===== src/rtl/fifo_sync_param.sv =====
// fifo_sync_param: parametrised single-clock FIFO with thresholds, read strobe, sticky errors and full read/write pass
module fifo_sync_param #(
  parameter int DATA_WIDTH      = 32,
  parameter int ADDR_WIDTH      = 3,
  parameter int ALMOST_FULL_TH  = 6,
  parameter int ALMOST_EMPTY_TH = 2
) (
  input  logic                  clk,
  input  logic                  reset,
  input  logic [DATA_WIDTH-1:0] data_in,
  input  logic                  wr,
  input  logic                  rd,
  input  logic                  clr_err,
  output logic [DATA_WIDTH-1:0] data_out,
  output logic                  data_valid,
  output logic                  empty,
  output logic                  full,
  output logic                  almost_empty,
  output logic                  almost_full,
  output logic [ADDR_WIDTH:0]   fifo_counter,
  output logic                  overflow,
  output logic                  underflow
);
  localparam int DEPTH = 2 ** ADDR_WIDTH;
  logic [DATA_WIDTH-1:0] mem [DEPTH];
  logic [ADDR_WIDTH-1:0] wr_ptr, rd_ptr;
  logic rd_acc, wr_acc;
  assign empty        = fifo_counter == '0;
  assign full         = fifo_counter == (ADDR_WIDTH+1)'(DEPTH);
  assign almost_empty = fifo_counter <= (ADDR_WIDTH+1)'(ALMOST_EMPTY_TH);
  assign almost_full  = fifo_counter >= (ADDR_WIDTH+1)'(ALMOST_FULL_TH);
  assign rd_acc       = rd & ~empty;
  assign wr_acc       = wr & (~full | rd_acc);
  always_ff @(posedge clk)
    if (wr_acc) mem[wr_ptr] <= data_in;
  always_ff @(posedge clk or posedge reset)
    if (reset) begin
      wr_ptr       <= '0;
      rd_ptr       <= '0;
      fifo_counter <= '0;
      data_out     <= '0;
      data_valid   <= 1'b0;
      overflow     <= 1'b0;
      underflow    <= 1'b0;
    end else begin
      wr_ptr       <= wr_acc ? wr_ptr + 1'b1 : wr_ptr;
      rd_ptr       <= rd_acc ? rd_ptr + 1'b1 : rd_ptr;
      fifo_counter <= (wr_acc && !rd_acc) ? fifo_counter + 1'b1 :
                      (rd_acc && !wr_acc) ? fifo_counter - 1'b1 : fifo_counter;
      data_out     <= rd_acc ? mem[rd_ptr] : data_out;
      data_valid   <= rd_acc;
      overflow     <= (overflow & ~clr_err) | (wr & ~wr_acc);
      underflow    <= (underflow & ~clr_err) | (rd & empty);
    end
endmodule


===== config.mk =====
export PLATFORM = sky130hd
export DESIGN_NAME = fifo_sync_param
export DESIGN_NICKNAME = d
export VERILOG_FILES = /design/src/rtl/fifo_sync_param.sv
export SDC_FILE = /design/constraint.sdc
export NUM_CORES = 1
export LEC_CHECK = 0
export CORE_UTILIZATION = 30
export CTS_CLUSTER_DIAMETER = 100
export DETAILED_ROUTE_END_ITERATION = 7
export GPL_ROUTABILITY_DRIVEN = 0
export PLACE_DENSITY = 0.43
export SLEW_MARGIN = 10
export SYNTH_ARGS = -nofsm -noshare
export SYNTH_HDL_FRONTEND = slang
export SYNTH_SLANG_ARGS = --single-unit

===== constraint.sdc =====
create_clock -name clk -period 5.7 [get_ports clk]
set_input_delay 0.57 -clock clk [delete_from_list [all_inputs] [get_ports clk]]
set_output_delay 0.57 -clock clk [all_outputs]
set_load 0.01 [all_outputs]

# [Yosys cells after proc, flatten, opt, wreduce, memory -nomap -nowiden]
# Memories as Yosys holds them, arrays and structs flattened. A register that Yosys moved wholly into a read port is not among the register bits.
# Cells that the tools add are included.
[word_totals] output_inout_bits=43 ramBits=256 regBits=13 inputBits=37 n_memories=1
[mem_list] name="mem" depth=8 width=32 rd=1 rd_clocked_by_memory_dff=1 write_ports=1 line="25" source="logic [DATA_WIDTH-1:0] mem [DEPTH];"
[classes] n_lt_le_gt_ge=2 muxes=4 n_reduce_logical=6 eq_ne=1 bitwise=13 addsub=4
[op_table] operator="two-way mux 4 bit" count=2
[op_table] operator="adder 3 x 1 -> 3 bit (second input constant)" count=2
[op_table] operator="bitwise AND 1 bit" count=6
[op_table] operator="adder 4 x 1 -> 4 bit (second input constant)" count=1
[op_table] operator="== test 4 bit (second input constant)" count=1
[op_table] operator=">= comparator 4 x 3 -> 1 bit (second input constant)" count=1
[op_table] operator="<= comparator 4 x 2 -> 1 bit (second input constant)" count=1
[op_table] operator="logical NOT 4 bit" count=1
[op_table] operator="inverter 1 bit" count=4
[op_table] operator="subtractor 4 x 1 -> 4 bit (second input constant)" count=1
[op_table] operator="bitwise OR 1 bit" count=3
[op_table] operator="logical AND 1 bit" count=2
[op_table] operator="logical NOT 1 bit" count=2
[op_table] operator="two-way mux 1 bit" count=2
[op_table] operator="nonzero test 2 bit" count=1

# [Longest topological paths before layout]
# Gate-level depths: netlist (run 1).
[logic_depth] ltp_word=9 ltp_mapped=10

# [Least setup slack after synthesis (run 1)]
# OpenSTA, ideal clock, no wires.
[synth_timing] path_kind="reg2reg" start="register fifo_counter[0]" end="memory mem[0][0], enable pin" setup_ps=501 setup_slack_ps=1320 arrival_time_ps=3879 n_path_buf=0 stages_incl_launch_ff=4 synth_period_minus_slack_ps=4380 cell_sequence="dfrtp_1 -> or4b_4 -> o21ai_4 -> nor4_1"
[synth_via] elab_chain_cells=7 word_cells_on_any_way=9 cone_classes="eq/ne (1); mux (2); bitwise (5); reduce/logical (1)"
[synth_lines] item="start, declared" line="20" source="output logic [ADDR_WIDTH:0] fifo_counter,"
[synth_lines] item="start signal, assigned" line="48" source="fifo_counter <= (wr_acc && !rd_acc) ? fifo_counter + 1'b1 :"
[synth_lines] item="logical NOT 4 bit" line="28" source="assign empty = fifo_counter == '0;"
[synth_lines] item="inverter 1 bit" line="32" source="assign rd_acc = rd & ~empty;"
[synth_lines] item="bitwise AND 1 bit" line="32"
[synth_lines] item="bitwise OR 1 bit (*)" line="33" source="assign wr_acc = wr & (~full | rd_acc);"
[synth_lines] item="bitwise AND 1 bit (*)" line="33"
[synth_lines] item="two-way mux 1 bit (*)" line="35" source="if (wr_acc) mem[wr_ptr] <= data_in;"
[synth_lines] item="two-way mux 1 bit (implied by the code) (*)" line="35"
[synth_lines] item="end, declared" line="25"
# Every way passes the cells marked *; elsewhere a longest branch is shown, timed or not.

# [Worst setup path in the final report (run 1)]
[layout_timing] start="register fifo_counter[0]" end="register fifo_counter[3]"
[layout_via] elab_chain_cells=8 word_cells_on_any_way=16 cone_classes="add/sub (2); eq/ne (1); mux (2); bitwise (5); reduce/logical (6)"
[layout_lines] item="logical NOT 4 bit" line="28"
[layout_lines] item="inverter 1 bit" line="32"
[layout_lines] item="bitwise AND 1 bit" line="32"
[layout_lines] item="bitwise OR 1 bit (*)" line="33"
[layout_lines] item="bitwise AND 1 bit (*)" line="33"
[layout_lines] item="net wr_acc" line="27" source="logic rd_acc, wr_acc;"
[layout_lines] item="logical NOT 1 bit" line="49" source="(rd_acc && !wr_acc) ? fifo_counter - 1'b1 : fifo_counter;"
[layout_lines] item="logical AND 1 bit" line="49"
[layout_lines] item="nonzero test 2 bit (no source line)"
# The timed path passes the listed nets; every way through them passes the cells marked *. The select of a mux whose other input is x is not followed.
# A chain may end at the register's enable or synchronous reset.

==> results.toml, run 1 <==
[status]
status = "finished, final reports clean"

[worst_setup_path]
path_max_fanout = 7
cp.arrival_ps = 3700
end_kind = "flip-flop"
crit_type = "flip-flop to flip-flop"
required_ps = 6130
cp-start-kind = "flip-flop"

[detailed_routing]
dr.pass1.iters = 4
drcViolationCount = 0
dr_total_vias = 5938
wl_mm = 25.2
vias_per_cell = 4.64
drt-initial-drc-count = 273
ant_nets = 0
route.detailed.wl_per_inst_um = 19.7

[yosys]
yosys_warnings = 0
synthMuxAreaShare = 0.118
synth_top_area_share = 0.662
synth_xor_area_frac = 0.00452
synthFlopType = "edfxtp_1"
synth_largest_area_cell = "edfxtp_1"
syn_avg_cell_area_um2 = 17.7
synth_top_family_by_area = "multiplexers"
synthAdderAreaFrac = 0.00711
yosys-top-cells-area = "edfxtp_1 66%, dfrtp_1 9.7%, mux2_2 6.3%"
synth_edf_count = 256
synth-seq-area-share = 0.758
syn-num-nets = 698
synth_cells = 655
synth_seq_cells = 301
syn_area_mm2 = 0.0116
synth_simple_gate_area_frac = 0.0248
ys_async_sr_fraction = 0.150
synth-compound-area-share = 0.0672
synth_cell_type_count = 40

[sta]
finalHoldViolCount = 0
rsz0062_at_grt = "false"
finalClockSkew_ps = 10.2
setup_violations = 0
finalMaxSlewViolations = 0
fmax_ghz = 0.306
fin_crit_ps = 3270
tns_ps = 0
tightest_slew_ps = 1170
slew_headroom = 0.218
fin_ws_ps = 2430
fin_crit_sh = 0.574

[layout]
n_antenna_cell = 0
drive_above_1_share = 0.195
final_area_mm2 = 0.0141
fin_nets = 788
fin_util = 0.373
area_delta_synth_final_pct = 21.7
fillers = 3503

[grt]
antenna_found_initial = 0
grt_pass1_vias = 6282
grt_pass1_wl_mm = 38.5
met1_usage = 0.164
globalRouteOverflowTotal = 0
busiest_layer = "met2"
grt_use_met2 = 0.233
grt_max_degree = 68
grt_usage = 0.130
grt_util_met3 = 0.0193

[clock_network]
clock_latency_ps = 550
post_cts_buffers = 0
cts_tree = "done"
clkTransAtPathRegs_ps = 60
root_buffer = "clkbuf_16"
cts_sinks = 301
cts_buffers = 31
htree_levels = 1
hold_buffers = 0
clock_path_buffers = 3
cts_resized = 0

[floorplan]
die_y_um = 199
start_util = 0.306
boundaryPins = 80
coreArea_mm2 = 0.0379
die_area_mm2 = 0.0395
num_rows = 71
dieWidth_um = 199

[power_and_ir_drop]
total_power_mw = 7.35
p_leak_nw = 4.85
power_density_mw_per_mm2 = 520
peakVddDrop_mv = 0.273

[min_path]
hp-class = "flip-flop to flip-flop"

[placed_design]
dpl_worst_slack_ps = 2350
hpwlAfterDp_mm = 13.9
portBuffers = 79
place_area_mm2 = 0.0130

[job]
max_cap_violations = 0
==> report_power, final <==
part	internal [mW]	switching (mW)	total [mW]	leakage (nW)
sequential	2.84	0.299	3.14	2.87
clock	1.32	0.806	2.13	0.541
combinational	0.980	1.10	2.08	1.45
total	5.14	2.21	7.35	4.85
==> layout make-up <==
cell class | instances | area (µm²) | share of cell area
inverters | 6 | 25.0 | 0.00177
clock buffers | 44 | 905 | 0.0640
repair buffers | 92 | 908 | 0.0643
clock inverters | 14 | 198 | 0.0140
well taps | 511 | 639 | 0.0452
multi-input cells | 313 | 2650 | 0.187
flip-flops and latches | 301 | 8820 | 0.624
==> layout by cell type, fill, tap and decap left out, drive strengths merged, types with 2 or more instances in the layout <==
| master | synthesis | final |
|---|---|---|
| edfxtp | 256 | 256 |
| clkdlybuf4s50 | 0 | 79 |
| mux2 | 65 | 65 |
| mux2i | 64 | 64 |
| dfrtp | 45 | 45 |
| nand2 | 44 | 44 |
| clkbuf | 13 | 44 |
| o21ai | 34 | 34 |
| a22oi | 20 | 20 |
| o221ai | 20 | 20 |
| a221o | 13 | 13 |
| buf | 22 | 13 |
| o22ai | 12 | 12 |
| clkinv | 0 | 7 |
| inv | 6 | 7 |
| xnor2 | 6 | 6 |
| nor2 | 6 | 6 |
| ha | 5 | 5 |
| bufinv | 0 | 5 |
| nor3 | 5 | 5 |
| nand2b | 4 | 4 |
| nor4 | 3 | 3 |
| a22o | 2 | 2 |
| a21o | 2 | 2 |
==> cell families after synthesis <==
logic type | after synthesis
buffers and inverters | 41
xor gates and xnor gates | 6
adders and majority gates | 6
AOI/OAI and AO/OA | 108
DFF | 301
and+or+nand+nor | 64
muxes | 129
==> stage by stage <==
stage | hold slack [ps] | instances
5_1_grt | 512 | 1281
2_1_floorplan | 506 | 655
3_5_place_dp | 479 | 1222
3_3_place_gp | 471 | 1222
4_1_cts | 492 | 1280
6_report | 481 | 1281
==> Yosys cell counts (all sizes together), types with 4 or more instances <==
library cell	instances
xnor2	6
a22oi	20
nor3	5
o21ai	34
mux2	65
nand2b	4
nand2	44
a221o	13
ha	5
o221ai	20
inv	6
mux2i	64
buf	22
clkbuf	13
nor2	6
o22ai	12
dfrtp	45
edfxtp	256
==> critical path, cell delays in order (launching register included) <==
cell and delay, ps:
dfrtp_1 480, or4b_4 600, o21ai_4 300, inv_4 80
ha_1 230, inv_1 160, ha_1 260, a21o_1 200
a2111oi_0 420, a31oi_1 90, a221o_1 320
==> metal layers <==
layer | part of all wire | wire (µm)
met4 | 0.015 | 391
met5 | 0 | 0
met1 | 0.44 | 11100
met2 | 0.51 | 12800
met3 | 0.034 | 868
==> final timing paths <==
path | cells past startpoint | endpoint | from | slack, ps
worst min-delay path | 2 | data_out[24]$_DFFE_PP0P_ | data_out[24]$_DFFE_PP0P_ | 480
max in group asynchronous | 3 | rd_ptr[0]$_DFFE_PP0P_ | reset | 4630
worst max-delay path | 10 | fifo_counter[3]$_DFFE_PP0P_ | fifo_counter[0]$_DFFE_PP0P_ | 2430
min in group asynchronous | 3 | data_out[5]$_DFFE_PP0P_ | reset | 540
worst min register to register | 2 | data_out[24]$_DFFE_PP0P_ | data_out[24]$_DFFE_PP0P_ | 480
worst max register to register | 10 | fifo_counter[3]$_DFFE_PP0P_ | fifo_counter[0]$_DFFE_PP0P_ | 2430
==> registers in the layout, summed over array words and instances (netlist names) <==
name and flops:
overflow 1, data_out 32, data_valid 1, underflow 1, fifo_counter 4, wr_ptr 3, rd_ptr 3, mem 256
Note: power is estimated with default switching activity, not from simulation.
==> run 2: changes to the inputs <==
--- a/config.mk
+++ b/config.mk
@@ -9,7 +9,7 @@
 export CTS_CLUSTER_DIAMETER = 100
 export DETAILED_ROUTE_END_ITERATION = 7
 export GPL_ROUTABILITY_DRIVEN = 0
-export PLACE_DENSITY = 0.43
+export PLACE_DENSITY = 0.45
 export SLEW_MARGIN = 10
 export SYNTH_ARGS = -nofsm -noshare
 export SYNTH_HDL_FRONTEND = slang
==> constraint.sdc (replaced) <==
create_clock -name clk -period 2.7 [get_ports clk]
set_input_delay 0.27 -clock clk [delete_from_list [all_inputs] [get_ports clk]]
set_output_delay 0.27 -clock clk [all_outputs]
set_load 0.01 [all_outputs]
==> run 2 against run 1 <==
Non-clock buffer count increased by 28. Global-route usage increased by 0.79 points. Clock skew grew 3.0 ps. Via count up 2.2%. Flip-flop and latch count unchanged. Worst setup slack worse by 2400 ps. Largest power group unchanged.
==> results.toml, run 2 (synthesis gave the netlist of run 1 again) <==
[power_and_ir_drop]
power.switching_mw = 4.89
p_clk_frac = 0.287
power_density_mw_per_mm2 = 1100
p_leak_nw = 5.04
peakVddDrop_mv = 0.590
internal_power_mw = 11.1
p_sw_frac = 0.306
p_comb_frac = 0.314
seq_power_share = 0.399

[worst_setup_path]
path_buf_inv = 2
cp-start-kind = "flip-flop"
endpoint = "fifo_counter[3]$_DFFE_PP0P_"
startpoint = "fifo_counter[0]$_DFFE_PP0P_"
reg2reg_from = "fifo_counter[0]$_DFFE_PP0P_"
reg2regPathDepth = 10
crit_type = "flip-flop to flip-flop"
cpLargestDelayFamily = "compound AO/OA/AOI/OAI gates"
timing.rr.end = "fifo_counter[3]$_DFFE_PP0P_"
crit_cells = 10
cp_cell_sequence = "or4b_4, o21ai_4, inv_4, ha_4, inv_4, ha_4, a21o_1, a2111oi_4, a31oi_1, a221o_1"
regToRegSetupSlack_ps = 10
cp.arrival_ps = 3070
required_ps = 3080
crit_path_top_delay_cell = "or4b_4"
max_stage_delay_ps = 560
path_max_fanout = 2
end_kind = "flip-flop"

[floorplan]
dieWidth_um = 199
coreArea_mm2 = 0.0379
die_y_um = 199
start_util = 0.306
boundaryPins = 80
die_area_mm2 = 0.0395
num_rows = 71

[layout]
top_register = "mem"
fin_cells = 1316
reg_top3 = "mem (256), data_out (32), fifo_counter (4)"
area_delta_synth_final_pct = 24.9
fin_nets = 820
drive_above_1_share = 0.234
fillers = 3464
multi_input_area_mm2 = 0.00270
regArea_mm2 = 0.00882
layout_commonest_cell = "edfxtp_1"
largest_register_ffs = 256
final_area_mm2 = 0.0145
final_cell_mix = "256 x edfxtp_1, 79 x clkdlybuf4s50_1, 65 x mux2_2"

[detailed_routing]
drcViolationCount = 0
vias_per_cell = 4.61
route.detailed.wl_per_inst_um = 20.1
dr.pass1.iters = 4
ant_nets = 0
dr_total_vias = 6069
wl_mm = 26.5
drt-initial-drc-count = 249

[clock_network]
hold_buffers = 0
cts_buffers = 35
clock_path_buffers = 3
root_buffer = "clkbuf_16"
cts_tree = "done"
clkTransAtPathRegs_ps = 60
htree_levels = 2
cts_sinks = 301
clock_latency_ps = 510

[placed_design]
place_area_mm2 = 0.0133
hpwlAfterDp_mm = 15.3
place_inst = 1247
portBuffers = 79

[grt]
busiest_layer = "met2"
antenna_found_initial = 2
met1_usage = 0.171
grt_use_met2 = 0.244
grt_max_degree = 73
grt_util_met3 = 0.0263
grt_pass1_vias = 6519
grt_pass1_wl_mm = 40.0
grt_usage = 0.138
globalRouteOverflowTotal = 0

[sta]
slew_headroom = 0.492
fmax_ghz = 0.372
tightest_slew_ps = 761
fin_crit_sh = 0.996
rsz0062_at_grt = "true"
finalHoldViolCount = 0
finalClockSkew_ps = 13.2
finalMaxSlewViolations = 0
fin_crit_ps = 2690
setup_violations = 0

[job]
max_cap_violations = 0

[status]
status = "finished, final reports clean"

[min_path]
hp-class = "primary input to async pin"
==> run 2: cell types whose count changed in the layout (fill, tap and decap cells not counted), moves of 3 or more <==
cell,delta
bufinv_16,-3
clkbuf_16,+5
buf_12,+7
clkbuf_1,+3
clkinv_2,+3
clkbuf_8,-4
buf_4,+22
==> run 2: layout make-up <==
cell class	count	area share
diodes	1	0.000172
clock buffers	48	0.0679
clock inverters	16	0.0106
inverters	6	0.00190
multi-input cells	313	0.186
flip-flops and latches	301	0.607
well taps	511	0.0440
repair buffers	120	0.0817
==> run 2: worst min-delay path by stage <==
| stage | slack (ps) | end | startpoint |
|---|---|---|---|
| 5_1_grt | 180 | data_out[3]$_DFFE_PP0P_ | reset |
| 3_3_place_gp | 470 | data_out[22]$_DFFE_PP0P_ | data_out[22]$_DFFE_PP0P_ |
| 2_1_floorplan | 370 | mem[0][0]$_DFFE_PP_ | data_in[0] |
| 3_5_place_dp | 470 | data_out[17]$_DFFE_PP0P_ | data_out[17]$_DFFE_PP0P_ |
| 4_1_cts | 180 | data_out[10]$_DFFE_PP0P_ | reset |
| 6_report | 160 | data_out[10]$_DFFE_PP0P_ | reset |
==> run 2: worst reg2reg max path: stages, from the launching register on <==
cell,delay (ps)
dfrtp_2,400
or4b_4,560
o21ai_4,190
inv_4,50
ha_4,170
inv_4,60
ha_4,180
a21o_1,190
a2111oi_4,350
a31oi_1,70
a221o_1,350
==> run 2: per-stage QoR <==
step	worst slack [ps]	power, mW	TNS, ps	util	hold slack, ps
floorplan	-825	9.43	-89640	-	369
global placement	-11.9	11.4	-11.9	0.351	468
detailed placement	-93.3	11.5	-93.3	0.351	475
CTS	12.2	16.2	0	0.381	177
global route	-95.9	16.9	-95.9	0.383	184
finish	10.6	16.0	0	0.383	158
==> run 2: timing repair <==
item | in CTS | in global routing
buffers inserted | 1 | 3
gates resized for setup | 1 | 3
setup endpoints to repair | 1 | 1
pin swaps | 2 | 6
hold endpoints to repair | 0 | 0
==> run 2: power groups by stage <==
stage	registers [mW]	logic, mW	clock network, mW
CTS	6.40	5.09	4.73
finish	6.38	5.03	4.59
detailed placement	6.49	5.06	0
floorplan	6.55	2.88	0
global placement	6.44	4.98	0
global route	6.48	5.49	4.90
==> run 2: layer usage <==
layer	wire, µm	up-vias	part of all wire
met4	500	2	0.019
met2	13600	105	0.52
li1	-	2835	-
met3	1070	32	0.040
met5	13	-	0.00049
met1	11200	3095	0.43
